### config.mk
export PLATFORM = sky130hd
export DESIGN_NAME = mem_access_unit
export DESIGN_NICKNAME = d
export VERILOG_FILES = /design/src/rtl/mem_access_unit_pkg.sv /design/src/rtl/mem_access_unit_lane_align.sv /design/src/rtl/mem_access_unit.sv
export SDC_FILE = /design/constraint.sdc
export NUM_CORES = 1
export LEC_CHECK = 0
export BUFFER_PORTS_ARGS = -buffer_cell sky130_fd_sc_hd__buf_2
export CAP_MARGIN = 20
export CORE_UTILIZATION = 42
export CTS_CLUSTER_DIAMETER = 40
export DETAILED_ROUTE_END_ITERATION = 16
export HOLD_SLACK_MARGIN = 0.08
export PLACE_DENSITY_LB_ADDON = 0.15
export REMOVE_ABC_BUFFERS = 1
export SYNTH_ARGS = -nofsm -noshare
export SYNTH_HDL_FRONTEND = slang
export SYNTH_HIERARCHICAL = 1
export SYNTH_SLANG_ARGS = --single-unit
### constraint.sdc
create_clock -name clk -period 2.3 [get_ports clk]
set_clock_uncertainty 0.15 [all_clocks]
set_input_delay 0.23 -clock clk [delete_from_list [all_inputs] [get_ports clk]]
set_output_delay 0.23 -clock clk [all_outputs]
set_load 0.02 [all_outputs]
### src/rtl/mem_access_unit_pkg.sv
// Shared definitions for the load/store unit: op and state encodings,
// default memory depth, and request classification helpers.
package mem_access_unit_pkg;

  localparam int MEM_WORDS_DEFAULT = 1024;

  typedef enum logic [2:0] {
    OP_LW  = 3'b000,
    OP_LH  = 3'b001,
    OP_LHU = 3'b010,
    OP_LB  = 3'b011,
    OP_LBU = 3'b100,
    OP_SW  = 3'b101,
    OP_SH  = 3'b110,
    OP_SB  = 3'b111
  } mem_op_e;

  typedef enum logic [2:0] {
    ST_IDLE   = 3'd0,
    ST_RD     = 3'd1,
    ST_RDWAIT = 3'd2,
    ST_WR     = 3'd3,
    ST_RESP   = 3'd4
  } mau_state_e;

  function automatic logic is_load(mem_op_e op);
    return (op != OP_SW) && (op != OP_SH) && (op != OP_SB);
  endfunction

  // Natural alignment: words on 4-byte, halfwords on 2-byte boundaries.
  function automatic logic misaligned(mem_op_e op, logic [1:0] lo);
    case (op)
      OP_LW, OP_SW:         return lo != 2'b00;
      OP_LH, OP_LHU, OP_SH: return lo[0];
      default:              return 1'b0;
    endcase
  endfunction

endpackage

### src/rtl/mem_access_unit_lane_align.sv
// Combinational lane handling: load extraction with sign/zero extension,
// and merge of store data into a word read back from memory.
module mem_access_unit_lane_align
  import mem_access_unit_pkg::*;
(
  input  logic [2:0]  op,
  input  logic [1:0]  byte_sel,
  input  logic [31:0] mem_word,
  input  logic [31:0] store_data,
  output logic [31:0] load_data,
  output logic [31:0] merged_word
);

  logic [7:0]  byte_val;
  logic [15:0] half_val;
  logic [3:0]  lane_sel;
  logic [31:0] lane_src;

  always_comb begin
    byte_val  = mem_word[{byte_sel, 3'b000} +: 8];
    half_val  = byte_sel[1] ? mem_word[31:16] : mem_word[15:0];
    load_data = 32'h0;
    case (op)
      OP_LW:   load_data = mem_word;
      OP_LH:   load_data = {{16{half_val[15]}}, half_val};
      OP_LHU:  load_data = {16'h0, half_val};
      OP_LB:   load_data = {{24{byte_val[7]}}, byte_val};
      OP_LBU:  load_data = {24'h0, byte_val};
      default: load_data = 32'h0;
    endcase
  end

  // Each lane either takes its slice of the store data or keeps the memory byte.
  genvar gi;
  for (gi = 0; gi < 4; gi++) begin : g_lane
    localparam logic [1:0] LANE = 2'(gi);
    assign lane_sel[gi] = (op == OP_SW)
                        || ((op == OP_SH) && (byte_sel[1] == LANE[1]))
                        || ((op == OP_SB) && (byte_sel == LANE));
    assign lane_src[8*gi +: 8] = (op == OP_SB) ? store_data[7:0]
                               : (op == OP_SH) ? store_data[8*(gi%2) +: 8]
                               : store_data[8*gi +: 8];
    assign merged_word[8*gi +: 8] = lane_sel[gi] ? lane_src[8*gi +: 8]
                                                 : mem_word[8*gi +: 8];
  end

endmodule

### src/rtl/mem_access_unit.sv
// Load/store unit between the datapath and a word-wide data memory:
// one request at a time, sub-word stores done as read-modify-write.
module mem_access_unit
  import mem_access_unit_pkg::*;
#(
  parameter int MEM_WORDS = MEM_WORDS_DEFAULT
) (
  input  logic        clk,
  input  logic        rst_n,
  input  logic        reqValid,
  output logic        reqReady,
  input  logic [2:0]  reqOp,
  input  logic [31:0] reqAddr,
  input  logic [31:0] reqWData,
  output logic        respValid,
  output logic [31:0] respData,
  output logic        respErr,
  output logic [31:0] memAddress,
  output logic [31:0] memWriteData,
  output logic        memWrite,
  output logic        memRead,
  input  logic [31:0] memReadData
);

  localparam logic [31:0] MEM_WORDS_LIMIT = 32'(MEM_WORDS);

  mau_state_e  state_reg;
  mem_op_e     op_reg;
  logic [1:0]  addr_lo_reg;
  logic [31:0] wdata_reg;

  logic        req_ready_reg;
  logic        resp_valid_reg;
  logic [31:0] resp_data_reg;
  logic        resp_err_reg;
  logic [31:0] mem_address_reg;
  logic [31:0] mem_write_data_reg;
  logic        mem_write_reg;
  logic        mem_read_reg;

  mem_op_e     req_op;
  logic        req_err;
  logic [31:0] load_data;
  logic [31:0] merged_word;

  assign req_op  = mem_op_e'(reqOp);
  assign req_err = misaligned(req_op, reqAddr[1:0])
                 || ({2'b00, reqAddr[31:2]} >= MEM_WORDS_LIMIT);

  mem_access_unit_lane_align lane_align (
    .op          (op_reg),
    .byte_sel    (addr_lo_reg),
    .mem_word    (memReadData),
    .store_data  (wdata_reg),
    .load_data   (load_data),
    .merged_word (merged_word)
  );

  always_ff @(posedge clk or negedge rst_n) begin
    if (!rst_n) begin
      state_reg          <= ST_IDLE;
      op_reg             <= OP_LW;
      addr_lo_reg        <= 2'b00;
      wdata_reg          <= 32'h0;
      req_ready_reg      <= 1'b1;
      resp_valid_reg     <= 1'b0;
      resp_data_reg      <= 32'h0;
      resp_err_reg       <= 1'b0;
      mem_address_reg    <= 32'h0;
      mem_write_data_reg <= 32'h0;
      mem_write_reg      <= 1'b0;
      mem_read_reg       <= 1'b0;
    end else begin
      // Pulse-type outputs default low; each state raises only its own.
      resp_valid_reg <= 1'b0;
      resp_data_reg  <= 32'h0;
      resp_err_reg   <= 1'b0;
      mem_write_reg  <= 1'b0;
      mem_read_reg   <= 1'b0;
      case (state_reg)
        ST_IDLE: begin
          if (reqValid) begin
            op_reg        <= req_op;
            addr_lo_reg   <= reqAddr[1:0];
            wdata_reg     <= reqWData;
            req_ready_reg <= 1'b0;
            if (req_err) begin
              state_reg      <= ST_RESP;
              resp_valid_reg <= 1'b1;
              resp_err_reg   <= 1'b1;
            end else begin
              mem_address_reg <= {2'b00, reqAddr[31:2]};
              if (req_op == OP_SW) begin
                state_reg          <= ST_WR;
                mem_write_reg      <= 1'b1;
                mem_write_data_reg <= reqWData;
              end else begin
                state_reg    <= ST_RD;
                mem_read_reg <= 1'b1;
              end
            end
          end
        end
        ST_RD: state_reg <= ST_RDWAIT;
        ST_RDWAIT: begin
          // Read word is on memReadData now: finish the load or the RMW merge.
          if (is_load(op_reg)) begin
            state_reg      <= ST_RESP;
            resp_valid_reg <= 1'b1;
            resp_data_reg  <= load_data;
          end else begin
            state_reg          <= ST_WR;
            mem_write_reg      <= 1'b1;
            mem_write_data_reg <= merged_word;
          end
        end
        ST_WR: begin
          state_reg      <= ST_RESP;
          resp_valid_reg <= 1'b1;
        end
        ST_RESP: begin
          state_reg     <= ST_IDLE;
          req_ready_reg <= 1'b1;
        end
        default: begin
          state_reg     <= ST_IDLE;
          req_ready_reg <= 1'b1;
        end
      endcase
    end
  end

  assign reqReady     = req_ready_reg;
  assign respValid    = resp_valid_reg;
  assign respData     = resp_data_reg;
  assign respErr      = resp_err_reg;
  assign memAddress   = mem_address_reg;
  assign memWriteData = mem_write_data_reg;
  assign memWrite     = mem_write_reg;
  assign memRead      = mem_read_reg;

endmodule

==> impl_metrics.json <==
{
  "outcome": "completed",
  "worst_path_max_delay_cell": "sky130_fd_sc_hd__dfrtp_2",
  "root_buffer": "sky130_fd_sc_hd__clkbuf_16",
  "place_area_sq_um": 8840,
  "grt_antenna_before_repair": 0,
  "power.share.combinational_pct": 21.1,
  "pre_cts_ws_ns": -0.0868,
  "total_switching_power_mw": 1.96,
  "top_area_cells_in_the_synthesized_netlist": "sky130_fd_sc_hd__dfrtp_1, sky130_fd_sc_hd__mux2_2, sky130_fd_sc_hd__nand2_1, sky130_fd_sc_hd__mux2_4, sky130_fd_sc_hd__mux2i_1",
  "worst_ep_arrival_time_ns": 2.41,
  "drc_errors": 0,
  "numPortBuffers": 200,
  "antennaDiodeCount": 0,
  "synth_most_common_cell": "sky130_fd_sc_hd__dfrtp_1",
  "ir_worst_vdd_mv": 0.575,
  "layout_utilization_pct": 59.2,
  "cts_buffers": 17,
  "grt_start_max_net_pins": 65,
  "post_synth_inst_count": 674,
  "leakage_nw": 5.66,
  "max_cap_viol_count": 0,
  "layout.cell_area.non_filler_sq_um": 10200,
  "synth_enable_flop_cells": 0,
  "grt_pass1_wl_mm": 34.5,
  "timing.critical_path.mode_cell": "sky130_fd_sc_hd__mux2_2",
  "number_of_unique_standard_cell_types_used_by_synthesis": 48,
  "crit_path_end_kind": "flop",
  "max_freq_mhz": 444,
  "p_per_area_nw_per_um2": 693,
  "row_count": 48,
  "globalRouteOverflowTotal": 0,
  "synth_top_flop_cell": "sky130_fd_sc_hd__dfrtp_1",
  "routed_wl_mm": 21.7,
  "netlist_top_cells_count": "sky130_fd_sc_hd__dfrtp_1, sky130_fd_sc_hd__nand2_1, sky130_fd_sc_hd__mux2_2",
  "critical_path_class": "flop to flop",
  "min-delay-path-class": "primary input to flop",
  "syn-cell-area_sq_um": 7410,
  "p_seq_share_pct": 36.8,
  "clockBufferDepth": 2,
  "grt.total_usage_pct": 24.8,
  "route.detailed.vias_per_inst": 5.16,
  "first_iter_violations": 299,
  "clk_pwr_share_pct": 42.1,
  "power.internal_mw": 5.14,
  "cp_cell_sequence": "nand2b_1 -> nand2_1 -> a21oi_4 -> buf_4 -> mux2_2 -> mux2_2 -> mux2_4",
  "die_area_sq_um": 18200,
  "die_h_um": 135,
  "cts_num_sinks": 139,
  "power.share.switching_pct": 27.7,
  "cp_required_ns": 2.46,
  "timing.critical_path.slowest_cell_delay_ns": 0.44,
  "place_congestion": 0.839,
  "final_critical_path_setup_slack_ns": 0.0461,
  "ant_nets": 0,
  "ios": 203,
  "floorplan.initialDensity_pct": 42.9,
  "detailedRoute.firstPassIterationCount": 5,
  "critical_path.max_fanout": 7,
  "yosysWarningCount": 6,
  "slew_headroom_pct": 52.5,
  "routed-via-count": 6212,
  "min_period_over_period_pct": 98.0,
  "cts_tree": "done",
  "synth_top_area_share_pct": 46.6,
  "async_flop_share_pct": 100,
  "floorplan.core_area_sq_um": 17300,
  "die_span_x_um": 135,
  "worst_setup_hold_path_clk_slew_ns": 0.06,
  "grt_pass1_vias": 6583,
  "htree_num_levels": 4,
  "synth_seq_area_share_pct": 46.9,
  "layout_min_cycle_time_ns": 2.25,
  "synth_area_per_cell_sq_um": 11.0,
  "post-dp-hpwl_mm": 14.7,
  "critical_path_buf_inv_count": 1,
  "setup_violations": 0,
  "slew_worst_pin_ns": 0.709,
  "critPathLaunchType": "flop",
  "layout.nets": 1067,
  "post_route_cells_drive_above_1_share_pct": 43.4,
  "clk_latency_ns": 0.43,
  "wl_per_cell_um": 18.0,
  "timing_max_transition_violations_final": 0,
  "hold_violations": 0,
  "synth_seq_cells": 139,
  "critical-path-top-delay-family": "multiplexers",
  "area_growth_syn_to_fin_pct": 38.2,
  "synth.largest_area_cell": "sky130_fd_sc_hd__dfrtp_1"
}
[path summary, 6_finish.rpt]
| path | start | end | slack [ns] | depth (start not counted) |
|---|---|---|---|---|
| setup / recovery | op_reg[0]$_DFFE_PN0P_ | memWriteData[29]$_DFFE_PN0P_ | 0.05 | 7 |
| hold / removal | memReadData[26] | respData[26]$_DFF_PN0_ | 0.10 | 3 |
| setup reg to reg | op_reg[0]$_DFFE_PN0P_ | memWriteData[29]$_DFFE_PN0P_ | 0.05 | 7 |
| hold reg to reg | wdata_reg[23]$_DFFE_PN0P_ | wdata_reg[23]$_DFFE_PN0P_ | 0.32 | 2 |
| max in group asynchronous | rst_n | reqReady$_DFFE_PN1P_ | 1.11 | 3 |
| min in group asynchronous | rst_n | memWriteData[7]$_DFFE_PN0P_ | 0.15 | 2 |
[layout by cell type (no fill, tap or decap), types with 3 or more instances in the layout]
| cell | synthesis | layout |
|---|---|---|
| sky130_fd_sc_hd__buf_2 | 14 | 199 |
| sky130_fd_sc_hd__dfrtp_1 | 138 | 137 |
| sky130_fd_sc_hd__nand2_1 | 126 | 126 |
| sky130_fd_sc_hd__mux2_2 | 94 | 94 |
| sky130_fd_sc_hd__dlygate4sd3_1 | 0 | 68 |
| sky130_fd_sc_hd__buf_4 | 7 | 40 |
| sky130_fd_sc_hd__and3_1 | 33 | 33 |
| sky130_fd_sc_hd__mux2i_1 | 31 | 31 |
| sky130_fd_sc_hd__mux2_4 | 29 | 29 |
| sky130_fd_sc_hd__o21ai_0 | 26 | 25 |
| sky130_fd_sc_hd__nor2b_1 | 24 | 24 |
| sky130_fd_sc_hd__a21o_1 | 20 | 19 |
| sky130_fd_sc_hd__clkbuf_16 | 0 | 17 |
| sky130_fd_sc_hd__nor2_1 | 16 | 16 |
| sky130_fd_sc_hd__nand3_1 | 10 | 10 |
| sky130_fd_sc_hd__a21oi_1 | 12 | 10 |
| sky130_fd_sc_hd__nor4_1 | 8 | 8 |
| sky130_fd_sc_hd__a22oi_1 | 8 | 8 |
| sky130_fd_sc_hd__a2bb2oi_1 | 7 | 7 |
| sky130_fd_sc_hd__o221ai_1 | 7 | 7 |
| sky130_fd_sc_hd__buf_12 | 0 | 5 |
| sky130_fd_sc_hd__nand2b_1 | 4 | 4 |
| sky130_fd_sc_hd__clkinvlp_4 | 0 | 4 |
| sky130_fd_sc_hd__bufinv_16 | 0 | 4 |
| sky130_fd_sc_hd__nor3b_1 | 3 | 3 |
| sky130_fd_sc_hd__inv_1 | 3 | 3 |
| sky130_fd_sc_hd__and3b_1 | 3 | 3 |
| sky130_fd_sc_hd__buf_6 | 6 | 3 |
[area by class of cell]
class	instances	area, sq um
inverter	3	11.3
timing repair buffer	316	2130
sequential	139	3480
tap	225	282
multi-input combinational	488	3700
clock buffer	19	453
clock inverter	13	190
fill	1502	7050
[worst min-delay path, delay by kind of cell]
family / cells / cell delay (ns)
buf+inv: 1 / 0.15
simple gates: 1 / 0.13
compound gates: 1 / 0.13
[layer usage]
layer | up-vias | routed length (um) | global-route usage, %
li1 | 2962 | - | -
met3 | 27 | 1280 | 5.82
met2 | 201 | 10300 | 40.6
met4 | 0 | 416 | 9.05
met5 | - | 0 | 0
met1 | 3022 | 9630 | 31.8
[cells by family after synthesis]
kind of cell	share of synthesized area (%)
flops	46.9
buf+inv	3.63
mux	24.9
xor+xnor	0.118
simple gates	15.4
compound gates	8.94
other cells	0.0506
[power groups by stage]
| stage | combinational (mW) | clock (mW) | sequential, mW |
|---|---|---|---|
| after CTS | 1.46 | 3.04 | 2.61 |
| final | 1.50 | 2.99 | 2.62 |
| after global placement | 1.32 | 0 | 2.65 |
| after global routing | 1.62 | 3.16 | 2.63 |
| after detailed placement | 1.35 | 0 | 2.66 |
| after floorplan | 0.712 | 0 | 2.70 |
[repair_timing]
| action | CTS | global route |
|---|---|---|
| hold buffers | 68 | 0 |
| buffers inserted | 0 | 6 |
| pin swaps | 1 | 1 |
| hold endpoints to repair | 216 | 0 |
| gates resized for setup | 5 | 7 |
| endpoints found under the setup margin | 23 | 52 |
[through the flow]
stage | hold slack, ns | TNS (ns) | power (mW) | instances
after detailed placement | 0.0478 | -0.832 | 4.01 | 1097
after global routing | 0.100 | -0.0000393 | 7.41 | 1203
after global placement | 0.0457 | -0.294 | 3.97 | 1097
final | 0.101 | 0 | 7.10 | 1203
after CTS | 0.0802 | 0 | 7.11 | 1197
after floorplan | -0.216 | -80.20 | 3.41 | 630
(Power assumes the default switching activity.)
